File: config.mk
export PLATFORM = sky130hd
export DESIGN_NAME = mul_seg_pipe
export DESIGN_NICKNAME = d
export VERILOG_FILES = /design/src/rtl/mul_seg_pipe.sv
export SDC_FILE = /design/constraint.sdc
export NUM_CORES = 2
export LEC_CHECK = 0
export ABC_AREA = 0
export CAP_MARGIN = 30
export CORE_UTILIZATION = 65
export CTS_CLUSTER_SIZE = 30
export DETAILED_ROUTE_END_ITERATION = 6
export PLACE_DENSITY_LB_ADDON = 0.25
export SYNTH_ARGS = -nofsm -noshare
export SYNTH_HDL_FRONTEND = slang
export SYNTH_SLANG_ARGS = --single-unit
File: constraint.sdc
create_clock -name clk -period 17.8 [get_ports clk]
set_clock_uncertainty 0.2 [all_clocks]
set_input_delay 2.67 -clock clk [delete_from_list [all_inputs] [get_ports clk]]
set_output_delay 2.67 -clock clk [all_outputs]
set_load 0.05 [all_outputs]
File: src/rtl/mul_seg_pipe.sv
// Fully pipelined signed A x B multiplier built from a cascade of 25x18 DSP-style slices,
// with valid pipeline, arithmetic-shift scaling, saturation and an overflow flag.
// Optional build macro MUL_ROUND_EN selects round-half-up scaling instead of floor.
module mul_seg_pipe #(
  parameter int A_W   = 24,
  parameter int B_W   = 35,
  parameter int SHIFT = 0,
  parameter int OUT_W = 59
) (
  input  logic                    clk,
  input  logic                    rst,
  input  logic                    in_valid,
  input  logic signed [A_W-1:0]   a,
  input  logic signed [B_W-1:0]   b,
  output logic                    out_valid,
  output logic signed [OUT_W-1:0] m,
  output logic                    out_sat
);

  localparam int N_SEG = (B_W + 15) / 17;
  localparam int LAT   = N_SEG + 2;
  localparam int P_W   = A_W + B_W;
  localparam int LOW_W = 17 * (N_SEG - 1);
  localparam int PT_W  = P_W - LOW_W;

  localparam logic signed [P_W:0] MAXV = {{(P_W + 2 - OUT_W){1'b0}}, {(OUT_W - 1){1'b1}}};
  localparam logic signed [P_W:0] MINV = ~MAXV;
`ifdef MUL_ROUND_EN
  localparam int RSH = (SHIFT > 0) ? SHIFT - 1 : 0;
  localparam logic signed [P_W:0] RND = (SHIFT > 0) ? ((P_W + 1)'(1) << RSH) : '0;
`endif

  if (A_W < 2 || A_W > 25) begin : g_chk_a
    $error("mul_seg_pipe: A_W=%0d outside 2..25", A_W);
  end
  if (B_W < 18 || B_W > 69) begin : g_chk_b
    $error("mul_seg_pipe: B_W=%0d outside 18..69", B_W);
  end
  if (SHIFT < 0 || SHIFT > P_W - 1) begin : g_chk_shift
    $error("mul_seg_pipe: SHIFT=%0d outside 0..%0d", SHIFT, P_W - 1);
  end
  if (OUT_W < 2 || OUT_W > P_W) begin : g_chk_out
    $error("mul_seg_pipe: OUT_W=%0d outside 2..%0d", OUT_W, P_W);
  end

  logic signed [24:0]      a_ext;
  logic [N_SEG-1:0][17:0]  seg;
  logic [N_SEG-1:0][47:0]  pci;
  logic [P_W-1:0]          p_full;
  logic signed [P_W:0]     ext_d;
  logic signed [P_W:0]     s_d;
  logic [LAT-1:0]          vld_q;
  logic signed [OUT_W-1:0] m_q, m_d;
  logic                    sat_q, sat_d;

  assign a_ext  = 25'(a);
  assign pci[0] = '0;

  // Slice k sees its operands k+1 cycles late so it lines up with the cascade from slice k-1.
  for (genvar k = 0; k < N_SEG; k++) begin : g_slice
    logic signed [24:0] a_q [k+1];
    logic signed [17:0] s_q [k+1];

    if (k < N_SEG - 1) begin : g_seg_lo
      assign seg[k] = {1'b0, b[17*k +: 17]};
    end else begin : g_seg_top
      assign seg[k] = 18'($signed(b[B_W-1:LOW_W]));
    end

    always_ff @(posedge clk) begin
      a_q[0] <= a_ext;
      s_q[0] <= seg[k];
      for (int j = 1; j <= k; j++) begin
        a_q[j] <= a_q[j-1];
        s_q[j] <= s_q[j-1];
      end
    end

    if (k < N_SEG - 1) begin : g_lo
      localparam int D = N_SEG - 1 - k;
      logic signed [47:0] p_q;
      logic [16:0]        lo_q [D];

      always_ff @(posedge clk) begin
        p_q     <= 48'(a_q[k]) * 48'(s_q[k]) + $signed(pci[k]);
        lo_q[0] <= p_q[16:0];
        for (int j = 1; j < D; j++) begin
          lo_q[j] <= lo_q[j-1];
        end
      end

      assign pci[k+1]            = p_q >>> 17;
      assign p_full[17*k +: 17]  = lo_q[D-1];
    end else begin : g_top
      logic signed [PT_W-1:0] p_q;

      always_ff @(posedge clk) begin
        p_q <= PT_W'(48'(a_q[k]) * 48'(s_q[k]) + $signed(pci[k]));
      end

      assign p_full[P_W-1:LOW_W] = p_q;
    end
  end

  // Scaling runs one bit wider than the product so the rounding add can never wrap.
  always_comb begin
    ext_d = (P_W + 1)'($signed(p_full));
`ifdef MUL_ROUND_EN
    s_d   = (ext_d + RND) >>> SHIFT;
`else
    s_d   = ext_d >>> SHIFT;
`endif
    m_d   = s_d[OUT_W-1:0];
    sat_d = 1'b0;
    if (s_d > MAXV) begin
      m_d   = MAXV[OUT_W-1:0];
      sat_d = 1'b1;
    end else if (s_d < MINV) begin
      m_d   = MINV[OUT_W-1:0];
      sat_d = 1'b1;
    end
  end

  always_ff @(posedge clk) begin
    if (rst) begin
      vld_q <= '0;
      m_q   <= '0;
      sat_q <= 1'b0;
    end else begin
      vld_q <= {vld_q[LAT-2:0], in_valid};
      if (vld_q[LAT-2]) begin
        m_q   <= m_d;
        sat_q <= sat_d;
      end
    end
  end

  assign out_valid = vld_q[LAT-1];
  assign m         = m_q;
  assign out_sat   = sat_q;

endmodule

After elaboration in Yosys (flattened, before gate mapping):

Memory sizes are Yosys's and may differ from the RTL's.
Cells that the tools add are included.

* bitwise logic cells: 0
* multiplexer cells: 4
* $mul: 2
* shift operators: 0
* equality and inequality tests: 0
* divide/modulo/power cells: 0
* reduce and logical (&&, ||, !) cells: 0
* magnitude comparators: 2
* $add $sub $neg: 1

Operators with widths (number)
* 59-bit 2-to-1 mux: 2
* 59-bit greater-than comparator, second input constant: 1
* 59-bit less-than comparator, second input constant: 1
* 25-bit by 18-bit multiplier with 43-bit output: 1
* 42-bit by 26-bit adder with 42-bit output: 1
* 25-bit by 18-bit multiplier with 42-bit output: 1
* 1-bit 2-to-1 mux: 2

* output and inout port bits: 61
* memory bits (read-only): 0
* logic and storage cells: 19
* bits in latches: 0
* bits in writable memories: 145
* memories: 5
* register bits: 149

Memory list
* g_slice[1].a_q: words 2, bits a word 25, read ports 2, clocked after memory_dff 0, write ports 2, RTL line 61 `logic signed [24:0] a_q [k+1];`
* g_slice[1].s_q: words 2, bits a word 18, read ports 2, clocked after memory_dff 0, write ports 2, RTL line 62 `logic signed [17:0] s_q [k+1];`
* g_slice[0].a_q: words 1, bits a word 25, read ports 1, clocked after memory_dff 0, write ports 1, RTL line 61
* g_slice[0].g_lo.lo_q: words 1, bits a word 17, read ports 1, clocked after memory_dff 0, write ports 1, RTL line 82 `logic [16:0] lo_q [D];`
* g_slice[0].s_q: words 1, bits a word 17, read ports 1, clocked after memory_dff 0, write ports 1, RTL line 62

Longest topological paths before layout:

An unclocked memory read counts as a cell.

* depth in word-level cells: 4
* mapped depth: 25
* gate-level depth less buffers: 23

Worst setup path before layout:

No wires, ideal clock.

* path type: reg2reg
* start: mem g_slice[1].a_q[1][23] (netlist: g_slice[1].a_q[0][48])
* end: reg g_slice[1].g_top.p_q[39]
* path slack: 11333 ps
* data arrival time: 6136 ps
* setup time: 131 ps
* required time: 17469 ps
* period minus slack after synthesis: 6467 ps
* stages on the path, launching flop included: 22
* cell sequence: dfxtp_1 -> clkbuf_1 -> nand2_1 -> inv_1 -> fa_1 -> inv_1 -> fa_1 -> fa_1 -> inv_1 -> fa_1 -> fa_1 -> fa_1 -> ha_1 -> ha_1 -> a21oi_1 -> o21ai_0 -> a21oi_1 -> nand3_1 -> nor3_4 -> o31ai_1 -> a311oi_1 -> nor3_1

RTL lines
* start, declared: RTL line 61
* end signal, assigned: RTL line 98 `p_q <= PT_W'(48'(a_q[k]) * 48'(s_q[k]) + $signed(pci[k]));`
* end, declared: RTL line 95 `logic signed [PT_W-1:0] p_q;`

==> out/metrics.yaml <==
status:
  result_of_the_run: "completed"
route:
  via_per_inst: 5.35
  number_of_drc_markers_in_iteration_0: 1655
  m1WireLength_um: 34700
  detailroute.via_count: 25500
  routedWlPerCell_um: 17.3
  met2_length_um: 38100
  detail_route.wirelength_um: 82700
  top_signal_layer_used: "met5"
  drtPass1Iterations: 5
  detailroute.wirelength.met3_um: 8180
  route.detailed.drc: 0
  drt.antenna.violating_nets: 0
cts:
  insertion_delay_ns: 0.62
  cts_root_buf: "sky130_fd_sc_hd__clkbuf_16"
  cts-hold-fix-buffers: 0
  cts.path.max_buffers: 3
  tritoncts_clock_tree: "yes"
  tritoncts.num_buffers: 30
  clock-sinks: 267
  worst_setup_hold_path_clk_slew_ns: 0.08
  cts-resized-gates: 0
  cts_max_level: 1
  cts_setup_buffers: 0
worst_setup_path:
  bufs_and_invs_on_worst_path: 3
  path_max_fanout: 24
  worst_setup_ep_type: "flop"
  kind_of_launch_point_of_the_worst_setup_path: "flop"
  timing.critical_path.cells: "nand2_1 -> inv_1 -> fa_1 -> inv_1 -> fa_1 -> fa_1 -> inv_1 -> fa_1 -> fa_1 -> fa_1 -> ha_1 -> ha_1 -> a21oi_1 -> o21ai_0 -> a21oi_1 -> nand3_1 -> nor3_4 -> o31ai_1 -> a311oi_1 -> nor3_1"
  worst_path_largest_cell_delay_ns: 0.83
  reg2reg_slack_ns: 10.18
  worst_ep_arrival_time_ns: 7.89
  required_ns: 18.07
  cpLargestDelayFamily: "adder cells"
  crit_slowest_cell: "sky130_fd_sc_hd__dfxtp_1"
  criticalPathCategory: "reg -> reg"
  crit_top_cell: "sky130_fd_sc_hd__fa_1"
floorplanning:
  fp.dieW_um: 243
  io_pins: 123
  initial_utilization_pct: 66.4
  floorplan.rows: 87
  floorplan.die_area_sq_um: 59000
  core_area_sq_um: 56800
  fp.dieH_um: 243
synthesis:
  number_of_flops_mapped_to_enable_cells_by_yosys: 0
  synth-main-ff-cell: "sky130_fd_sc_hd__dfxtp_1"
  ys_ff_latch: 267
  post_synth_num_cell_types: 74
  largest_area_contributor_in_the_synthesized_netlist: "sky130_fd_sc_hd__fa_1"
  synthesis.nets: 5117
  netlist_top_cells_area: "sky130_fd_sc_hd__fa_1 (46%), sky130_fd_sc_hd__dfxtp_1 (14%), sky130_fd_sc_hd__inv_1 (10%)"
  synthesis.area_sq_um: 37700
  synth_top_area_share_pct: 45.6
  postSynth.asyncResetShare_pct: 0
  syn_area_per_cell_sq_um: 9.50
  syn-instance-count: 3970
  synth.yosys.seq_area_share_pct: 14.2
  ys_warns: 0
timing:
  postLayoutSetupSlackWorst_ns: 10.18
  max_slew.worst_pin.slew_ns: 1.09
  final-max-slew-violation-count: 0
  fin_tns_setup_ns: 0
  setup_viol_count_final: 0
  rsz0062_at_grt: "no"
  slew_headroom_pct: 26.9
  max_freq_mhz: 131
  final.period_utilization_pct: 42.8
  finalHoldViolCount: 0
  finalCriticalPeriod_ns: 7.62
final_layout:
  layout.cells.most_common_list: "sky130_fd_sc_hd__inv_1 (1019), sky130_fd_sc_hd__fa_1 (859), sky130_fd_sc_hd__nand2_1 (540), sky130_fd_sc_hd__and2_1 (319), sky130_fd_sc_hd__dfxtp_1 (266)"
  n_antenna_cell: 0
  final_nets: 5142
  area_growth_syn_to_layout_pct: 7.64
  mostFrequentLayoutCell: "sky130_fd_sc_hd__inv_1"
  final_layout_size_suffix_gt1_share_pct: 2.59
place:
  routabilityCongestion: 0.892
  io_buffers: 122
  dp_hpwl_um: 66700
  pre_cts_ws_ns: 10.20
global_routing:
  grt_overflow: 0
  first_pass_grt_wire_length_um: 139000
  groute.usage.overall_pct: 29.7
  via_count_of_the_first_global_routing_pass: 27500
  antenna_found_initial: 3
  grt_max_degree: 65
min_path:
  hold_class: "reg -> reg"
run:
  max_cap_viol_count: 0
cell families (layout without fill, tap and decap cells):
family                     Yosys count  after routing  synth area share (%)
adders and majority gates         1085           1085                  53.1
DFF                                267            267                  14.2
buffers and inverters             1173           1221                  11.7
and+or+nand+nor                   1098           1098                  13.8
muxes                               64             64                  1.70
xor gates and xnor gates            71             71                  1.65
AOI/OAI and AO/OA                  212            212                  3.84
layer usage:
metal  GRT usage (%)  vias up
met1            41.2    12900
met4            6.59        4
met5               0        -
li1                -    11600
met2            46.9      987
met3            8.09      104
final cells by class:
cell class / instances / area (sq um)
tap: 756 / 946
fill: 4253 / 16200
multi-input combinational: 2530 / 28000
timing repair buffer: 146 / 1480
sequential: 267 / 5350
inverter: 1020 / 3830
clock buffer: 38 / 811
clock inverter: 17 / 235
stage by stage:
step	area [sq um]	utilization, %	hold WS [ns]	cells
finish	40600	71.5	0.118	4774
detailed placement	39500	69.5	0.112	4717
global placement	39400	69.4	0.110	4714
CTS	40600	71.4	0.117	4772
global route	40600	71.5	0.115	4774
floorplan	37700	-	0.110	3970
sequential cells by signal, summed over array words and instances, names as in the netlist:
signal	flops
out_sat	1
m	59
g_slice.s_q	53
g_slice.a_q	48
g_slice.g_lo.p_q	43
vld_q	4
g_slice.g_top.p_q	42
g_slice.g_lo.lo_q	17
cell usage after synthesis (10+ instances only):
master,instances
sky130_fd_sc_hd__a21o_1,26
sky130_fd_sc_hd__a21oi_1,61
sky130_fd_sc_hd__and2_1,319
sky130_fd_sc_hd__clkbuf_1,144
sky130_fd_sc_hd__dfxtp_1,267
sky130_fd_sc_hd__fa_1,859
sky130_fd_sc_hd__ha_1,226
sky130_fd_sc_hd__inv_1,1019
sky130_fd_sc_hd__mux2i_1,63
sky130_fd_sc_hd__nand2_1,540
sky130_fd_sc_hd__nand2b_1,15
sky130_fd_sc_hd__nand3_1,20
sky130_fd_sc_hd__nor2_1,126
sky130_fd_sc_hd__nor2b_1,12
sky130_fd_sc_hd__nor3_1,21
sky130_fd_sc_hd__o211ai_1,10
sky130_fd_sc_hd__o21ai_0,32
sky130_fd_sc_hd__xnor2_1,55
sky130_fd_sc_hd__xor2_1,16
final timing paths:
kind | start | to | cells after the start
setup reg to reg | g_slice[1].s_q[0][18] | g_slice[1].g_top.p_q[39] | 20
hold / removal | g_slice[1].s_q[0][1] | g_slice[1].s_q[0][19] | 0
hold reg to reg | g_slice[1].s_q[0][1] | g_slice[1].s_q[0][19] | 0
setup / recovery | g_slice[1].s_q[0][18] | g_slice[1].g_top.p_q[39] | 20
Power is not shown: default switching activity piles up to over one toggle a cycle in this logic, so the estimate is an artifact.
